[src/rtl/hazard_stall_unit.sv]
// hazard_stall_unit
//   Pipeline stall/flush/freeze controller for a 5-stage MIPS-style core.
//   Forwarding resolves most data hazards. This block handles the remaining
//   cases: load-use hazards, data-cache and instruction-fetch waits, control
//   redirects and HALT. It tracks in-flight destinations in a small
//   EX/MEM/WB scoreboard that shifts in step with the pipeline latches.
//
// Ports
//   CLK          clock, rising edge
//   RST          asynchronous active-high reset
//   instr_ID     instruction currently in decode
//   ihit / dhit  instruction fetch / data access completes this cycle
//   dmemREN_MEM  load request in MEM
//   dmemWEN_MEM  store request in MEM
//   redirect_EX  taken branch/jump resolved in EX
//   halt_WB      HALT retiring in WB
//   pc_en, ifid_en, idex_en, exmem_en, memwb_en   stage enables
//   ifid_flush, idex_flush, memwb_flush           bubble inserts
//   halted       processor halted
//   stall_cycles count of RUN cycles with pc_en low (wraps)
module hazard_stall_unit #(
  parameter int          CNT_W  = 32,
  parameter logic [4:0]  RA_REG = 5'd31
) (
  input  logic             CLK,
  input  logic             RST,
  input  logic [31:0]      instr_ID,
  input  logic             ihit,
  input  logic             dhit,
  input  logic             dmemREN_MEM,
  input  logic             dmemWEN_MEM,
  input  logic             redirect_EX,
  input  logic             halt_WB,
  output logic             pc_en,
  output logic             ifid_en,
  output logic             idex_en,
  output logic             exmem_en,
  output logic             memwb_en,
  output logic             ifid_flush,
  output logic             idex_flush,
  output logic             memwb_flush,
  output logic             halted,
  output logic [CNT_W-1:0] stall_cycles
);

  localparam logic [0:0] ST_RUN    = 1'b0;
  localparam logic [0:0] ST_HALTED = 1'b1;

  localparam logic [5:0] OP_RTYPE = 6'h00;
  localparam logic [5:0] OP_JAL   = 6'h03;
  localparam logic [5:0] OP_BEQ   = 6'h04;
  localparam logic [5:0] OP_BNE   = 6'h05;
  localparam logic [5:0] OP_ADDI  = 6'h08;
  localparam logic [5:0] OP_ADDIU = 6'h09;
  localparam logic [5:0] OP_SLTI  = 6'h0A;
  localparam logic [5:0] OP_SLTIU = 6'h0B;
  localparam logic [5:0] OP_ANDI  = 6'h0C;
  localparam logic [5:0] OP_ORI   = 6'h0D;
  localparam logic [5:0] OP_XORI  = 6'h0E;
  localparam logic [5:0] OP_LUI   = 6'h0F;
  localparam logic [5:0] OP_LW    = 6'h23;
  localparam logic [5:0] OP_SW    = 6'h2B;
  localparam logic [5:0] FN_JR    = 6'h08;

  typedef struct packed {
    logic       valid;
    logic [4:0] dest;
    logic       is_load;
  } sb_entry_t;

  sb_entry_t        ex_q, ex_d, mem_q, mem_d, wb_q, wb_d;
  logic [0:0]       state_q, state_d;
  logic [CNT_W-1:0] stall_q, stall_d;

  // ---------------- decode of instr_ID ----------------
  logic [5:0] op, funct;
  logic [4:0] rs, rt, rd;
  logic       uses_rs, uses_rt, dec_load;
  logic [4:0] dec_dest;
  sb_entry_t  dec_entry;
  logic       instr_unused;

  assign op           = instr_ID[31:26];
  assign rs           = instr_ID[25:21];
  assign rt           = instr_ID[20:16];
  assign rd           = instr_ID[15:11];
  assign funct        = instr_ID[5:0];
  assign instr_unused = ^instr_ID[10:6];

  always_comb begin
    uses_rs  = 1'b0;
    uses_rt  = 1'b0;
    dec_dest = 5'd0;
    dec_load = 1'b0;
    case (op)
      OP_RTYPE: begin
        uses_rs  = 1'b1;
        uses_rt  = 1'b1;
        dec_dest = (funct == FN_JR) ? 5'd0 : rd;
      end
      OP_BEQ, OP_BNE, OP_SW: begin
        uses_rs = 1'b1;
        uses_rt = 1'b1;
      end
      OP_LW: begin
        uses_rs  = 1'b1;
        dec_dest = rt;
        dec_load = 1'b1;
      end
      OP_ADDI, OP_ADDIU, OP_SLTI, OP_SLTIU, OP_ANDI, OP_ORI, OP_XORI: begin
        uses_rs  = 1'b1;
        dec_dest = rt;
      end
      // LUI has no register source, only a destination.
      OP_LUI: dec_dest = rt;
      OP_JAL: dec_dest = RA_REG;
      default: ;
    endcase
  end

  // Writes to $0 are discarded, so they never create a hazard.
  assign dec_entry.valid   = (dec_dest != 5'd0);
  assign dec_entry.dest    = dec_dest;
  assign dec_entry.is_load = dec_load & (dec_dest != 5'd0);

  // ---------------- hazard detection ----------------
  logic dwait, loaduse, run_active;

  assign dwait   = (dmemREN_MEM | dmemWEN_MEM) & ~dhit;
  assign loaduse = ex_q.valid & ex_q.is_load &
                   ((uses_rs & (rs == ex_q.dest)) | (uses_rt & (rt == ex_q.dest)));

  // Controls are forced quiet while reset is held, not just after it.
  assign run_active = (state_q == ST_RUN) & ~RST;

  always_comb begin
    pc_en       = 1'b0;
    ifid_en     = 1'b0;
    idex_en     = 1'b0;
    exmem_en    = 1'b0;
    memwb_en    = 1'b0;
    ifid_flush  = 1'b0;
    idex_flush  = 1'b0;
    memwb_flush = 1'b0;
    if (run_active) begin
      if (dwait) begin
        // Freeze everything upstream of MEM; WB receives a bubble.
        memwb_en    = 1'b1;
        memwb_flush = 1'b1;
      end else if (redirect_EX) begin
        {pc_en, ifid_en, idex_en, exmem_en, memwb_en} = 5'b11111;
        ifid_flush = 1'b1;
        idex_flush = 1'b1;
      end else if (loaduse) begin
        // Hold PC and IF/ID so the consumer re-decodes next cycle.
        {idex_en, exmem_en, memwb_en} = 3'b111;
        idex_flush = 1'b1;
      end else if (!ihit) begin
        {ifid_en, idex_en, exmem_en, memwb_en} = 4'b1111;
        ifid_flush = 1'b1;
      end else begin
        {pc_en, ifid_en, idex_en, exmem_en, memwb_en} = 5'b11111;
      end
    end
  end

  // ---------------- next state ----------------
  always_comb begin
    ex_d    = ex_q;
    mem_d   = mem_q;
    wb_d    = wb_q;
    state_d = state_q;
    stall_d = stall_q;
    if (state_q == ST_RUN) begin
      if (memwb_flush)   wb_d = '0;
      else if (memwb_en) wb_d = mem_q;

      // Anything leaving EX (including a bubble) replaces MEM.
      if (exmem_en) mem_d = ex_q;

      if (idex_flush)   ex_d = '0;
      else if (idex_en) ex_d = dec_entry;

      if (!pc_en) stall_d = stall_q + CNT_W'(1);
      if (halt_WB) state_d = ST_HALTED;
    end
  end

  always_ff @(posedge CLK or posedge RST) begin
    if (RST) begin
      ex_q    <= '0;
      mem_q   <= '0;
      wb_q    <= '0;
      state_q <= ST_RUN;
      stall_q <= '0;
    end else begin
      ex_q    <= ex_d;
      mem_q   <= mem_d;
      wb_q    <= wb_d;
      state_q <= state_d;
      stall_q <= stall_d;
    end
  end

  assign halted       = (state_q == ST_HALTED);
  assign stall_cycles = stall_q;

endmodule

[config.mk]
export PLATFORM = sky130hd
export DESIGN_NAME = hazard_stall_unit
export DESIGN_NICKNAME = d
export VERILOG_FILES = /design/src/rtl/hazard_stall_unit.sv
export SDC_FILE = /design/constraint.sdc
export NUM_CORES = 1
export LEC_CHECK = 0
export ABC_AREA = 1
export CORE_MARGIN = 2
export CORE_UTILIZATION = 30
export CTS_CLUSTER_SIZE = 24
export DETAILED_ROUTE_END_ITERATION = 12
export HOLD_SLACK_MARGIN = 0.03
export PLACE_DENSITY = 0.61
export SLEW_MARGIN = 10
export SYNTH_ARGS = -nofsm -noshare
export SYNTH_HDL_FRONTEND = slang
export SYNTH_SLANG_ARGS = --single-unit
[constraint.sdc]
create_clock -name CLK -period 1.8 [get_ports CLK]
set_clock_uncertainty 0.05 [all_clocks]
set_input_delay 0.36 -clock CLK [delete_from_list [all_inputs] [get_ports CLK]]
set_output_delay 0.36 -clock CLK [all_outputs]
set_load 0.005 [all_outputs]
Word-level counts from Yosys, hierarchy flattened --
Cells that the tools add are included.
Storage, ports and cells: logic and storage cells 75, bits of input ports 40, output and inout bits 41, bits in registers 40
Cells by class: reductions and logical operators 8, add/sub/neg operators 1, equal/unequal tests 16, bitwise gates (word level) 13, multiplexer cells 32
Operator list (number):
- $eq 6x4->1 const B | 9
- $add 32x1->32 const B | 1
- $mux 1 | 28
- $pmux 5 s3 | 1
- $mux 7 | 2
- $eq 6x3->1 const B | 2
- $eq 6x6->1 const B | 2
- $reduce_or 12->1 | 1
- $eq 5x5->1 | 2
- $reduce_or 9->1 | 1
- $and 1x1->1 | 7
- $eq 6x2->1 const B | 1
- $logic_not 6->1 | 1
- $mux 5 | 1
- $reduce_bool 5->1 | 1
- $not 1->1 | 4
- $reduce_and 2->1 | 2
- $reduce_or 4->1 | 1
- $or 1x1->1 | 2
- $reduce_bool 2->1 | 1

Longest topological paths before layout --
depth in word-level cells 12, gate-level depth with buffers 14, depth with buffers taken out 13

Worst setup path before layout --
No wires, ideal clock.
path type flip-flop to output port, start reg state_q (netlist: halted), end out pc_en, stages on the path, launching flop included 7, path slack 44 ps, data arrival time 1346 ps, buffers on the path 1, data required time 1390 ps, cell sequence dfrtp_1 nor2_1 inv_1 nor2_2 nand3_4 buf_4 inv_1
On the way: word-level cells in the longest chain between the ends 3
RTL lines:
- start, declared | RTL line 72 | logic [0:0] state_q, state_d;
- start signal, assigned | RTL line 200 | state_q <= state_d;
- $not 1->1 (no line)
- $and 1x1->1 | RTL line 134 | assign run_active = (state_q == ST_RUN) & ~RST;
- $mux 1 | RTL line 145 | if (run_active) begin
- end, declared | RTL line 34 | output logic pc_en,
No other way between the ends.

Worst setup path after layout --
start in instr_ID[23], end out pc_en
On the way: word-level cells in the longest chain between the ends 8
RTL lines:
- start, declared | RTL line 27 | input logic [31:0] instr_ID,
- $eq 5x5->1 | RTL line 131 | ((uses_rs & (rs == ex_q.dest)) | (uses_rt & (rt == ex_q.dest)));
- $and 1x1->1 | RTL line 131
- $or 1x1->1 | RTL line 131
- $and 1x1->1 | RTL line 130 | assign loaduse = ex_q.valid & ex_q.is_load &
- $mux 1 | RTL line 154 | end else if (loaduse) begin
- $mux 1 | RTL line 150 | end else if (redirect_EX) begin
- $mux 1 | RTL line 146 | if (dwait) begin
- $mux 1 | RTL line 145
No other way between the ends.

==> metrics <==
Seq/Total Area, Yosys approximately 34%; first-pass GRT wire length 14.8 mm; area leader, netlist dfrtp_1; Power Density 415 nW/um^2; RSZ-0062 raised after global routing yes; #FFs+latches synth 40; Initial DRC Count 173; largest net degree at the start of global routing 41; Placer Congestion approximately 0.92; Post-Syn Area between 2000 and 3000 sq um; Synth Area in XOR/XNOR 10.6%; setup violators final 36; worst ir drop on vdd approximately 0.00026 V; worst rel slew slack 72.6%; vias in the first global route 3142; H-tree depth 2; initial core utilization slightly above 30%; n_diodes 0; Post-route DRC 0; Period Utilization, post-route 122%; Detailed Place HPWL between 6 and 7 mm; P&R area growth vs syn 51.9%; syn_area_per_cell 6.73 sq um; Max FO, Critical Path 2; Setup CP Type in -> out; CTS tree built; Cells after DPL 680; chip height 102 um; DIE WIDTH 102 um; failing checks setup timing; post-synthesis async set-or-reset flop share 100%; Critical Path Start Type input port; mux cell area share after synthesis 0%; # rows 35; Lkg Pwr 2.22 nW; max-cap viol count 0; worst path cell trace clkdlybuf4s50_1 > inv_1 > nand2_1 > nand4_1 > nor2_2 > nand2_1 > nand2_2 > nand3_2 > buf_6 > nand3_4 > inv_2 > buf_6; Worst R2R Start ex_q[2]; Vias 3195; antenna viol nets, final 0; Synth top cells by count nand2_1 (150), nand3_1 (57), nor2_1 (42), inv_1 (41), dfrtp_1 (40); Post-Layout Cell Count 700; I/O pins 81; CP required 1.39 ns; CTS buffer count 5; most common cell in the netlist nand2_1; grt ovf 0; synth top area cells dfrtp_1 (34%), nand2_1 (19%), nand3_1 (9.8%); clock sinks 40; final net count slightly above 600; Least-Margin Pin Slew between 0.4 and 0.5 ns; post-route worst setup slack -0.392 ns; Vias/cell roughly 4.6; FF-to-FF End stall_cycles[13]; Worst EP arrival 1.78 ns; Placed Instance Area 4180 sq um; overall fraction of global-route tracks in use 17.7%; critical path's top delay family buffers and inverters; synth warn 0; core region area just over 9000 sq um; cells on worst reg2reg path 14; crit path capture type output pin; Critical Path Max Stage Delay 0.49 ns; Worst-Skew Late Latency 0.29 ns; mean routed wirelength per cell 12.4 um; Final min period 2.19 ns; post-route cell area 4410 sq um; simple-gate share of the synthesized area 44.5%; TNS Setup -10.00 ns; R2R Setup Slk -0.24 ns; Slowest-stage cell, CP clkdlybuf4s50_1; root buf cell clkbuf_8; final wirelength 8.71 mm; clock buffer depth 2; status finished, violations left; largest family of logic cells by synthesized area simple AND/OR/NAND/NOR gates; initial antenna violation count 0; drt first pass iters 5; Slew Limit Fails 0; Mapped Cells 431; worst min-delay path class in -> async; ys flop type dfrtp_1; hold buffer count at CTS 0; Die ar. 10500 sq um; Synthesized Nets roughly 470; adder-cell area share of the yosys netlist 0.431%; # port buffers 75; compound-cell area share of the yosys netlist under 10%; Post-synth EDFFs 0; count of cell types in the netlist 31; fmax 456 MHz; pre-CTS setup slack -0.870 ns; Clock transition at path regs 0.08 ns; share of cells above drive strength 1 19.3%; Util after Layout a little under half; Buf/Inv on CP 5; post-synth top area share 34.5%; final hold violations 0
[placed cells by master, fill, tap and decap left out, drive strengths merged, types with 12 or more instances in the layout]
| master | count |
|---|---|
| nor2 | 46 |
| inv | 42 |
| buf | 74 |
| xor2 | 23 |
| clkdlybuf4s50 | 48 |
| xnor2 | 12 |
| nor3 | 15 |
| nand2 | 152 |
| dfrtp | 40 |
| dlygate4sd2 | 16 |
| nand3 | 59 |
[metrics by stage]
step	total power, mW	hold WS, ns
2_1_floorplan	1.06	0.399
3_3_place_gp	1.21	0.416
3_5_place_dp	1.22	0.415
4_1_cts	1.84	0.220
5_1_grt	1.91	0.271
6_report	1.83	0.222
[area by class of cell]
cell class / count / area (sq um)
repair buffers: 143 / 1290
inverters: 42 / 158
well taps: 129 / 161
fillers: 951 / 4920
multi-input cells: 338 / 1710
clock buffers: 8 / 90.1
flip-flops and latches: 40 / 1000
[metal layers]
layer / global-route usage (%) / routed length [um]
met4: 4.31 / 151
met2: 29.6 / 4180
met1: 24.1 / 4030
met5: 0 / 0
met3: 2.60 / 349
[report_power, final]
| part | leakage, nW | switching (mW) | internal (mW) |
|---|---|---|---|
| registers | 0.538 | 0.0169 | 0.917 |
| clock network | 0.0455 | 0.318 | 0.313 |
| logic | 1.64 | 0.125 | 0.140 |
| total | 2.22 | 0.460 | 1.37 |
[what timing repair did]
item / 4_1_cts / 5_1_grt
setup endpoints to repair: 47 / 49
pin swaps: 17 / 20
buffers inserted: 12 / 4
hold endpoints to repair: 0 / 0
resized for setup: 62 / 25
[kinds of logic after synthesis]
family,after synthesis
buf+inv,53
compound gates,10
simple gates,292
xor+xnor,35
fa+ha+maj,1
flops,40
[sequential cells by signal, indices dropped and copies added (netlist names)]
name and cells:
ex_q 7, halted 1, stall_cycles 32
[worst max-delay path by stage]
stage,endpoint,slack [ns],cells past startpoint,startpoint
final,pc_en,-0.39,12,instr_ID[23]
after detailed placement,ifid_flush,-0.87,12,instr_ID[28]
after CTS,pc_en,-0.39,10,ex_q[2]
after floorplan,pc_en,0.04,6,halted
after global placement,ifid_flush,-0.78,12,instr_ID[28]
after global routing,pc_en,-0.48,10,ex_q[2]
[worst register-to-register path, cell delays in order (launching register included)]
cell and delay, ns:
dfrtp_1 0.43, xnor2_1 0.18, nand3_1 0.10, nor2_2 0.11
nand3_1 0.09, nand2_2 0.10, nand3_2 0.09, buf_6 0.13
nand3_4 0.07, buf_4 0.14, buf_12 0.11, nand2_4 0.05
buf_12 0.16, nand2_1 0.09, nand2_1 0.05
(Power assumes the default switching activity.)
